`config.mk`:
```
export PLATFORM = sky130hd
export DESIGN_NAME = fetch_module
export DESIGN_NICKNAME = d
export VERILOG_FILES = /design/src/rtl/fetch_module.sv
export SDC_FILE = /design/constraint.sdc
export NUM_CORES = 1
export LEC_CHECK = 0
export ABC_AREA = 1
export ABC_CLOCK_PERIOD_IN_PS = 16770
export BUFFER_PORTS_ARGS = -buffer_cell sky130_fd_sc_hd__clkbuf_2
export CORE_MARGIN = 2
export CORE_UTILIZATION = 33
export DETAILED_ROUTE_END_ITERATION = 16
export GPL_TIMING_DRIVEN = 0
export PLACE_DENSITY_LB_ADDON = 0.08
export SLEW_MARGIN = 20
export SYNTH_ARGS = -nofsm -noshare
export SYNTH_HDL_FRONTEND = slang
export SYNTH_SLANG_ARGS = --single-unit
```
`constraint.sdc`:
```
create_clock -name in_clk -period 16.77 [get_ports in_clk]
set_clock_uncertainty 0.1 [all_clocks]
set_input_delay 3.354 -clock in_clk [delete_from_list [all_inputs] [get_ports in_clk]]
set_output_delay 3.354 -clock in_clk [all_outputs]
set_load 0.05 [all_outputs]
```
`src/rtl/fetch_module.sv`:
```
// fetch_module: in-order instruction fetch feeding dispatch through a small
// fetch queue. One outstanding memory response at a time, data returns one
// cycle after its request. Optional feature macro: FETCH_PERF_CNT_EN adds
// saturating fetch and stall performance counters.
`ifndef GPR_SIZE
`define GPR_SIZE 64
`endif

module fetch_module #(
  parameter logic [`GPR_SIZE-1:0] RESET_PC = '0,
  parameter int                   FQ_DEPTH = 4
) (
  input  logic                 in_clk,
  input  logic                 in_rst,
  input  logic                 in_start,
  input  logic                 in_stall,
  input  logic                 in_redirect,
  input  logic [`GPR_SIZE-1:0] in_redirect_pc,
  output logic                 out_imem_req,
  output logic [`GPR_SIZE-1:0] out_imem_addr,
  input  logic [31:0]          in_imem_data,
  output logic [31:0]          out_insnbits,
  output logic [`GPR_SIZE-1:0] out_pc,
  output logic                 out_fetch_done,
  output logic                 out_halted
`ifdef FETCH_PERF_CNT_EN
  ,
  output logic [31:0]          out_fetch_count,
  output logic [31:0]          out_stall_count
`endif
);

  localparam logic [31:0] HLT_WORD = 32'hD440_0000;
  localparam int          PTR_W    = (FQ_DEPTH > 1) ? $clog2(FQ_DEPTH) : 1;
  localparam int          CNT_W    = $clog2(FQ_DEPTH + 1);

  typedef enum logic [1:0] {S_IDLE, S_RUN, S_HALT} state_t;

  state_t                 state;
  state_t                 state_nxt;
  logic [`GPR_SIZE-1:0]   fetch_pc;
  logic                   vld_p1;
  logic [`GPR_SIZE-1:0]   pc_p1;
  logic [31:0]            fq_insn [FQ_DEPTH];
  logic [`GPR_SIZE-1:0]   fq_pc   [FQ_DEPTH];
  logic [PTR_W-1:0]       rd_ptr;
  logic [PTR_W-1:0]       wr_ptr;
  logic [CNT_W-1:0]       count;
  logic [CNT_W:0]         occupancy;
  logic                   req;
  logic                   push;
  logic                   pop;
  logic                   full;
  logic                   not_empty;

  // Queue occupancy counts entries already stored plus the response in flight,
  // so a request is only issued when its response is guaranteed a slot.
  assign not_empty = (count != '0);
  assign full      = (count == CNT_W'(FQ_DEPTH));
  assign occupancy = {1'b0, count} + {{CNT_W{1'b0}}, vld_p1};
  assign pop       = not_empty && !in_stall && !in_redirect;
  // Responses arriving outside RUN belong to requests issued after HLT.
  assign push      = vld_p1 && (state == S_RUN) && !in_redirect && (!full || pop);

  // FSM state register
  always_ff @(posedge in_clk) begin
    if (!in_rst) state <= S_IDLE;
    else         state <= state_nxt;
  end

  // FSM next state: redirect wins over every other transition
  always_comb begin
    state_nxt = state;
    case (state)
      S_IDLE:  if (in_start) state_nxt = S_RUN;
      S_RUN:   if (push && (in_imem_data == HLT_WORD)) state_nxt = S_HALT;
      default: ;
    endcase
    if (in_redirect) state_nxt = S_RUN;
  end

  // FSM outputs: memory request and halted indication
  always_comb begin
    req           = 1'b0;
    out_imem_addr = '0;
    out_halted    = 1'b0;
    case (state)
      S_RUN: begin
        req = !in_redirect && (occupancy < (CNT_W+1)'(FQ_DEPTH));
        if (req) out_imem_addr = fetch_pc;
      end
      S_HALT:  out_halted = !not_empty;
      default: ;
    endcase
  end

  assign out_imem_req = req;

  // Fetch PC: advances by one word per issued request, wraps naturally
  always_ff @(posedge in_clk) begin
    if (!in_rst)          fetch_pc <= RESET_PC;
    else if (in_redirect) fetch_pc <= in_redirect_pc;
    else if (req)         fetch_pc <= fetch_pc + `GPR_SIZE'(4);
  end

  // ---- stage p1: response cycle, data arrives with the PC of its request ----
  // Track the single in-flight response and remember its request PC
  always_ff @(posedge in_clk) begin
    if (!in_rst) vld_p1 <= 1'b0;
    else         vld_p1 <= req;
    pc_p1 <= fetch_pc;
  end

  // ---- stage p2: queue write, head visible to dispatch ----
  // Queue storage: only written on push, contents qualified by count
  always_ff @(posedge in_clk) begin
    if (push) begin
      fq_insn[wr_ptr] <= in_imem_data;
      fq_pc[wr_ptr]   <= pc_p1;
    end
  end

  // Queue pointers and count; a redirect flushes the whole queue
  always_ff @(posedge in_clk) begin
    if (!in_rst || in_redirect) begin
      rd_ptr <= '0;
      wr_ptr <= '0;
      count  <= '0;
    end else begin
      if (push) wr_ptr <= wr_ptr + PTR_W'(1);
      if (pop)  rd_ptr <= rd_ptr + PTR_W'(1);
      case ({push, pop})
        2'b10:   count <= count + CNT_W'(1);
        2'b01:   count <= count - CNT_W'(1);
        default: ;
      endcase
    end
  end

  assign out_fetch_done = not_empty;
  assign out_insnbits   = not_empty ? fq_insn[rd_ptr] : '0;
  assign out_pc         = not_empty ? fq_pc[rd_ptr]   : '0;

`ifdef FETCH_PERF_CNT_EN
  function automatic logic [31:0] sat_inc(input logic [31:0] v);
    return (v == '1) ? v : v + 32'd1;
  endfunction

  // Performance counters: consumed instructions and stalled head cycles
  always_ff @(posedge in_clk) begin
    if (!in_rst) begin
      out_fetch_count <= '0;
      out_stall_count <= '0;
    end else begin
      if (pop)                  out_fetch_count <= sat_inc(out_fetch_count);
      if (not_empty && in_stall) out_stall_count <= sat_inc(out_stall_count);
    end
  end
`endif

endmodule

```
# After elaboration in Yosys (flattened, before gate mapping)
# Memories as Yosys holds them, arrays and structs flattened. A register that Yosys moved wholly into a read port is not among the register bits.
# Cells that the tools add are included.
# word_totals
in_bits,101
ramBits,384
elab_cells,70
out_inout_bits,163
mem_count,2
reg_bits,138
# op_classes
eq_ne,10
bitwise_logic,1
n_lt_le_gt_ge,1
n_mux,19
reduce_logical,23
addsub,6
# mem_list
name,words,word_bits,rd,rd_ports_with_merged_regs,wr,line_no,source
fq_pc,4,64,1,1,1,45,logic [`GPR_SIZE-1:0] fq_pc [FQ_DEPTH];
fq_insn,4,32,1,1,1,44,logic [31:0] fq_insn [FQ_DEPTH];
# op_table
cell,n
2-to-1 mux 64 bit,5
adder 64 x 3 -> 64 bit (second input constant),1
== test 32 bit (second input constant),1
2-to-1 mux 32 bit,1
2-to-1 mux 2 bit,6
logical AND 1 bit,7
case mux 3 bit (2 select lines),1
AND reduction 3 bit,2
nonzero test 2 bit,3
nonzero test 3 bit,2
logical NOT 1 bit,5
2-to-1 mux 1 bit,5
adder 2 x 1 -> 2 bit (second input constant),2
adder 3 x 1 -> 4 bit,1
== test 2 x 1 -> 1 bit (second input constant),2
== test 2 bit (second input constant),2
less-than comparator 4 x 3 -> 1 bit (second input constant),1
case mux 2 bit (2 select lines),1
adder 3 x 1 -> 3 bit (second input constant),1
== test 3 bit (second input constant),1
!= test 3 x 2 -> 1 bit (second input constant),1
!= test 3 bit (second input constant),1
subtractor 3 x 1 -> 3 bit (second input constant),1
logical NOT 2 bit,1
5 further kinds,6

# Depth between registers and ports, before layout
# Gate-level depths: netlist (run 1).
# depth
ltp_word,9
depth_mapped,12
depth_no_buf,12

# Worst setup path before layout (run 1)
# Ideal clock, no wire load.
# synth_path
kind,input -> register
from,input in_redirect
to,"memory fq_insn[0][0], enable pin"
path_buffers,1
setup_time_ns,0.552
t_arrival_ns,8.054
slack_ns,8.064
required_time_ns,16.118
cell_stages,6
cell_sequence,buf_2 -> nor2_1 -> nand2_1 -> a21oi_2 -> inv_1 -> nor2_1
# synth_between
elab_chain_len,6
word_cells_on_any_way,7
classes_between,mux: 2; reduce/logical: 5
# synth_lines
item,line_no,source
start: declaration,17,"input logic in_redirect,"
logical NOT 1 bit (*),"61, 63",
logical AND 1 bit,61,assign pop = not_empty && !in_stall && !in_redirect;
logical OR 1 bit,63,assign push = vld_p1 && (state == S_RUN) && !in_redirect && (!full || pop);
logical AND 1 bit (*),63,
2-to-1 mux 1 bit (*),117,if (push) begin
2-to-1 mux 1 bit (not written as such) (*),118,fq_insn[wr_ptr] <= in_imem_data;
end: declaration,44,
# Mark *: on every way between the ends. The rest lies on a longest branch, timed or not.

# Final worst setup path (run 1)
# layout_path
from,input in_redirect
to,output out_imem_addr[18]
# layout_between
elab_chain_len,4
# layout_lines
item,line_no,source
logical NOT 1 bit,89,req = !in_redirect && (occupancy < (CNT_W+1)'(FQ_DEPTH));
logical AND 1 bit,89,
2-to-1 mux 64 bit,90,if (req) out_imem_addr = fetch_pc;
2-to-1 mux 64 bit,87,case (state)
end: declaration,20,"output logic [`GPR_SIZE-1:0] out_imem_addr,"
# Every way passes these cells.

==> results of run 1 <==
-- synth_stat cells, types with 17 or more instances --
library cell,n,area (sq um)
nor2_1,594,2230
edfxtp_1,384,11500
nand2_1,280,1050
o21ai_0,273,1370
inv_1,151,567
dfxtp_1,140,2800
a21oi_1,139,696
nand3_1,48,240
clkbuf_1,44,165
buf_1,28,105
buf_2,25,125
nor2_2,17,106
-- power groups by stage --
stage	logic, W	registers, W	clock network (W)
after floorplan	0.0000727	0.00146	0
final	0.000124	0.00145	0.00126
after detailed placement	0.000123	0.00147	0
after global routing	0.000135	0.00145	0.00135
after CTS	0.000124	0.00145	0.00130
after global placement	0.000122	0.00147	0
-- cells by family after synthesis --
kind of cell,count (synthesis),share of synthesized area (%)
xor+xnor,14,0.562
buf+inv,262,4.81
simple gates,994,18.5
compound gates,430,10.0
flops,524,65.7
fa+ha+maj,6,0.379
-- per-layer routing --
metal	vias to the layer above	share of wire, %	track usage, %
met5	-	0.018	0
met4	2	2.4	5.81
met3	111	4.9	3.10
met2	485	48	35.8
met1	8028	45	28.9
li1	8167	-	-
-- critical path, stage by stage --
cell and delay, ps:
clkbuf_2 100, nor2_2 150, nand3_2 210, buf_6 240, buf_2 230, buf_2 240
nor2_1 280, clkbuf_2 350
-- registers in the layout, summed over array words and instances (netlist names), named ones only --
register	count
fq_pc	256
fq_insn	128
fetch_pc	64
pc_p1	64
count	3
rd_ptr	2
state	2
wr_ptr	2
vld_p1	1
-- how the worst max path moves through the flow --
stage,slack [ps],start,end,cells after the start
3_5_place_dp,8150,in_redirect,out_imem_addr[18],8
3_3_place_gp,3830,in_redirect,fq_pc[1][8],7
2_1_floorplan,8060,in_redirect,fq_insn[0][0],6
4_1_cts,8140,in_redirect,out_imem_addr[18],8
6_report,8160,in_redirect,out_imem_addr[18],8
5_1_grt,8130,in_redirect,out_imem_addr[18],8
-- metrics by stage --
stage	hold WS [ps]	power, W	setup slack [ps]	util [%]	cell area (sq um)
2_1_floorplan	231	0.00153	8060	-	21800
3_3_place_gp	244	0.00159	3830	36.9	24200
3_5_place_dp	246	0.00160	8150	37.7	24800
4_1_cts	257	0.00287	8140	40.6	26700
5_1_grt	271	0.00293	8130	40.6	26700
6_report	256	0.00283	8160	40.6	26700
-- area by class of cell --
cell class                 instances  area [sq um]  area share [%]
buffer                           103           453            1.70
tap                              864          1080            4.06
clock inverter                    25           229           0.859
multi-input combinational       1444          6450            24.2
inverter                         159           597            2.24
sequential                       524         14300            53.8
timing repair buffer             284          1840            6.91
clock buffer                      83          1670            6.25
antenna                            1          2.50         0.00939
==> results.cfg, run 1 <==
[floorplanning]
die-height_microns = 261
pin_count = 264
die_w_microns = 261
start_util_pct = 33.2
design.core.area_sq_um = 65600
dieArea_sq_um = 68100
rows = 94

[critical_path]
crit_fanout = 10
cp-end-kind = primary output
r2r_slack_ps = 13800
crit_type = in2out
startpoint_type = input pin
crit_arrival_ps = 5160
r2r_start = count[0]
cp_data_required_time_ps = 13320
timing.rr.end = fq_insn[2][22]
reg2regPathDepth = 9

[clock_tree]
cts_hold_buf = 0
insertion_delay_ps = 620
cts_setup_buffers = 0
clock-root-buffer = clkbuf_16
cts_buffer_depth = 3
cts_made_buffers = 57
post_cts_resized = 0
cts_tree = yes
clock-sinks = 524
clkTransAtPathRegs_ps = 60
ctsHtreeMaxLevel = 2

[pwr]
pwr-share-seq_pct = 51.0
pwr-share-comb_pct = 4.4
p_clk_share_pct = 44.6
powerDensity_nw_per_um2 = 106
p_leak_nw = 10.0
switching_share_pct = 23.0
p_int_w = 0.00218
peakVddDrop_mv = 0.0790
p_sw_w = 0.000651

[timing]
finalCritPeriodShare_pct = 51.3
rsz0062_at_grt = no
slew_violations = 0
slew_headroom_pct = 40.6
worst_pin_slew_ps = 892
fmax_mhz = 116
hold_viol_final = 0
setup_tns_ps = 0
period_needed_ps = 8610
setup_viol = 0

[synthesis]
netlist_area_sq_um = 21800
synth.net_count = 2337
ys_types = 42
synth_ff_type = edfxtp_1
synth_seq_cells = 524
yosys_warnings = 0
synth-edff-count = 384
syn_area_per_cell_sq_um = 9.78
ys_seq_area_share_pct = 65.7
synthArstFlopShare_pct = 0
syn_inst = 2230

[drt]
dr.pass1.iters = 7
drtIter0Drc = 1162
via_count = 16800
drcViolationCount = 0
wire_per_inst_microns = 21.0
wirelength_mm = 73.2
detail-route-antenna-nets = 0
viasPerCell = 4.82

[grt]
antenna_found_initial = 1
grt_overflow = 0
grt_pass1_vias = 16700
grt_pass1_wl_mm = 107
grt_start_max_net_pins = 23
grt.total_usage_pct = 21.3

[min_path]
hp-start = fetch_pc[1]
holdPathEnd = pc_p1[1]
hold_path_depth = 0
holdCritPathClass = reg2reg

[final_layout]
mostFrequentLayoutCell = nor2_1
fin_nets = 2680
layoutNonFillerInstCount = 3487
final_cell_mix = nor2_1, edfxtp_1, nand2_1, o21ai_0, clkbuf_2
drive_gt1_share_pct = 17.1
syn_to_final_growth_pct = 22.2
fillers = 6617

[placed_design]
placed_cells = 3378
globalplace.congestion = 0.913
hpwl_mm = 52.4
numPortBuffers = 263

[run]
maxCapViolCount = 0

[status]
status = finished clean
(Power assumes the default switching activity.)
==> run 2: changes to the inputs <==
- ABC_AREA: 1 -> 0
- ABC_CLOCK_PERIOD_IN_PS: 16770 -> 8029
- clock period: 16.77 -> 8.03 ns (I/O delays scaled with it)
==> results.cfg, run 2 <==
[status]
status = finished clean

[timing]
slew_headroom_pct = 34.8
setup_viol = 0
hold_viol_final = 0
fmax_mhz = 157
period_needed_ps = 6390
setup_tns_ps = 0
slew_violations = 0
finalCritPeriodShare_pct = 79.5
worst_pin_slew_ps = 978
rsz0062_at_grt = no

[synthesis]
synth_ff_type = edfxtp_1
netlist_area_sq_um = 20700
synth_seq_cells = 524
synth_area_leaders = edfxtp_1, dfxtp_1, mux4_2
ys_top_cells_by_count = edfxtp_1, dfxtp_1, and2_1, mux4_2, and3_1
synth.most_common_cell = edfxtp_1
synth-edff-count = 384
ys_seq_area_share_pct = 69.3
syn_inst = 1324
synth.net_count = 1431
yosys_warnings = 0
yosysTopAreaCell = edfxtp_1
yosysTopAreaCellShare_pct = 55.8
ys_types = 65
synthArstFlopShare_pct = 0
syn_area_per_cell_sq_um = 15.6

[drt]
wirelength_mm = 62.0
detail-route-antenna-nets = 0
viasPerCell = 5.04
drtIter0Drc = 973
wire_per_inst_microns = 24.5
via_count = 12800
dr.pass1.iters = 5
drcViolationCount = 0

[clock_tree]
cts_hold_buf = 0
clock-root-buffer = clkbuf_16
ctsHtreeMaxLevel = 2
clock-sinks = 524
insertion_delay_ps = 600
cts_buffer_depth = 3
cts_tree = yes
clkTransAtPathRegs_ps = 60
cts_setup_buffers = 0
cts_made_buffers = 57
post_cts_resized = 0

[critical_path]
crit_fanout = 10
cp-end-kind = primary output
startpoint_type = input pin
r2r_slack_ps = 4610
r2r_start = state[0]
reg2regPathDepth = 7
critPathLaunch = in_redirect
cp_data_required_time_ps = 6320
timing.rr.end = fetch_pc[26]
crit_type = in2out
crit_arrival_ps = 4680

[final_layout]
final_cell_mix = edfxtp_1, clkbuf_2, dfxtp_1, and2_1, mux4_2
layoutNonFillerInstCount = 2535
final_core_util_pct = 40.6
fillers = 5832
design_area_sq_um = 25100
drive_gt1_share_pct = 28.4
mostFrequentLayoutCell = edfxtp_1
largest_register_ff_count = 256
syn_to_final_growth_pct = 21.4
top_regs = fq_pc x256, fq_insn x128
top_register = fq_pc
fin_nets = 1760

[floorplanning]
dieArea_sq_um = 64700
rows = 91
design.core.area_sq_um = 61800
start_util_pct = 33.4
die-height_microns = 254
die_w_microns = 254
pin_count = 264

[placed_design]
hpwl_mm = 42.4
globalplace.congestion = 0.793
numPortBuffers = 261
place_area_sq_um = 23300
placed_cells = 2431

[grt]
antenna_found_initial = 1
grt_pass1_wl_mm = 88.8
grt_overflow = 0
grt_pass1_vias = 12800
grt_start_max_net_pins = 41
grt.total_usage_pct = 19.1

[pwr]
switching_share_pct = 22.1
pwr-share-seq_pct = 51.7
p_clk_share_pct = 44.1
powerDensity_nw_per_um2 = 232
pwr-share-comb_pct = 4.2
peakVddDrop_mv = 0.165
p_leak_nw = 8.81
p_sw_w = 0.00129
p_int_w = 0.00454

[min_path]
holdPathEnd = pc_p1[10]
hp-start = fetch_pc[10]
holdCritPathClass = reg2reg
hold_path_depth = 0

[run]
maxCapViolCount = 0
run 2: cell types whose count changed after synthesis, moves of 17 or more:
cell	change
nor2_1	-533
o21ai_0	-253
nand2_1	-233
inv_1	-131
and2_1	+102
a21oi_1	-100
mux4_2	+96
and3_1	+74
buf_2	-22
xnor2_1	+19
clkbuf_1	+18
nor2_2	-17
run 2: layer usage:
metal / share of wire, % / global-route usage, % / vias up / wire length (microns)
li1: - / - / 5825 / -
met1: 43 / 25.9 / 6488 / 26900
met2: 48 / 31.4 / 382 / 29900
met3: 6.0 / 3.54 / 88 / 3720
met4: 2.4 / 5.55 / 0 / 1490
met5: 0 / 0 / - / 0
run 2: area by class of cell:
cell class / count / area [sq um] / area share [%]
Antenna cell: 1 / 2.50 / 0.00997
Buffer: 80 / 324 / 1.29
Clock buffer: 75 / 1530 / 6.08
Clock inverter: 28 / 284 / 1.13
Inverter: 22 / 82.6 / 0.329
Multi-Input combinational cell: 698 / 5960 / 23.8
Sequential cell: 524 / 14300 / 57.1
Tap cell: 837 / 1050 / 4.17
Timing Repair Buffer: 270 / 1530 / 6.10
run 2: power by group through the flow:
stage | registers [W] | logic, W | clock network (W)
2_1_floorplan | 0.00304 | 0.000141 | 0
3_3_place_gp | 0.00307 | 0.000245 | 0
3_5_place_dp | 0.00307 | 0.000248 | 0
4_1_cts | 0.00301 | 0.000249 | 0.00264
5_1_grt | 0.00302 | 0.000265 | 0.00275
6_report | 0.00301 | 0.000247 | 0.00257
run 2: critical path, cell delays in order:
cell	delay, ps
clkbuf_1	210
nor3b_2	730
nand2_1	560
inv_1	300
buf_2	350
buf_1	520
clkbuf_2	380
run 2: how the worst max path moves through the flow:
stage	to	cells past startpoint
2_1_floorplan	fq_insn[0][0]	4
3_5_place_dp	out_imem_req	7
6_report	out_imem_req	7
4_1_cts	out_imem_req	7
5_1_grt	out_imem_req	7
3_3_place_gp	fq_pc[1][56]	4
run 2: cells by family (layout without fill, tap and decap cells):
family / Yosys count / in the layout / share of synthesized area (%)
compound gates: 144 / 144 / 4.57
xor+xnor: 25 / 25 / 1.06
fa+ha+maj: 6 / 6 / 0.399
buf+inv: 102 / 475 / 1.94
flops: 524 / 524 / 69.3
mux: 108 / 108 / 11.1
other cells: 0 / 1 / 0
simple gates: 415 / 415 / 11.6
run 2: metrics by stage:
stage	power (W)	worst slack, ps	hold slack (ps)
finish	0.00583	1640	255
global route	0.00603	1470	270
CTS	0.00591	1670	259
detailed placement	0.00332	1670	246
global placement	0.00332	85.1	234
floorplan	0.00318	2590	229
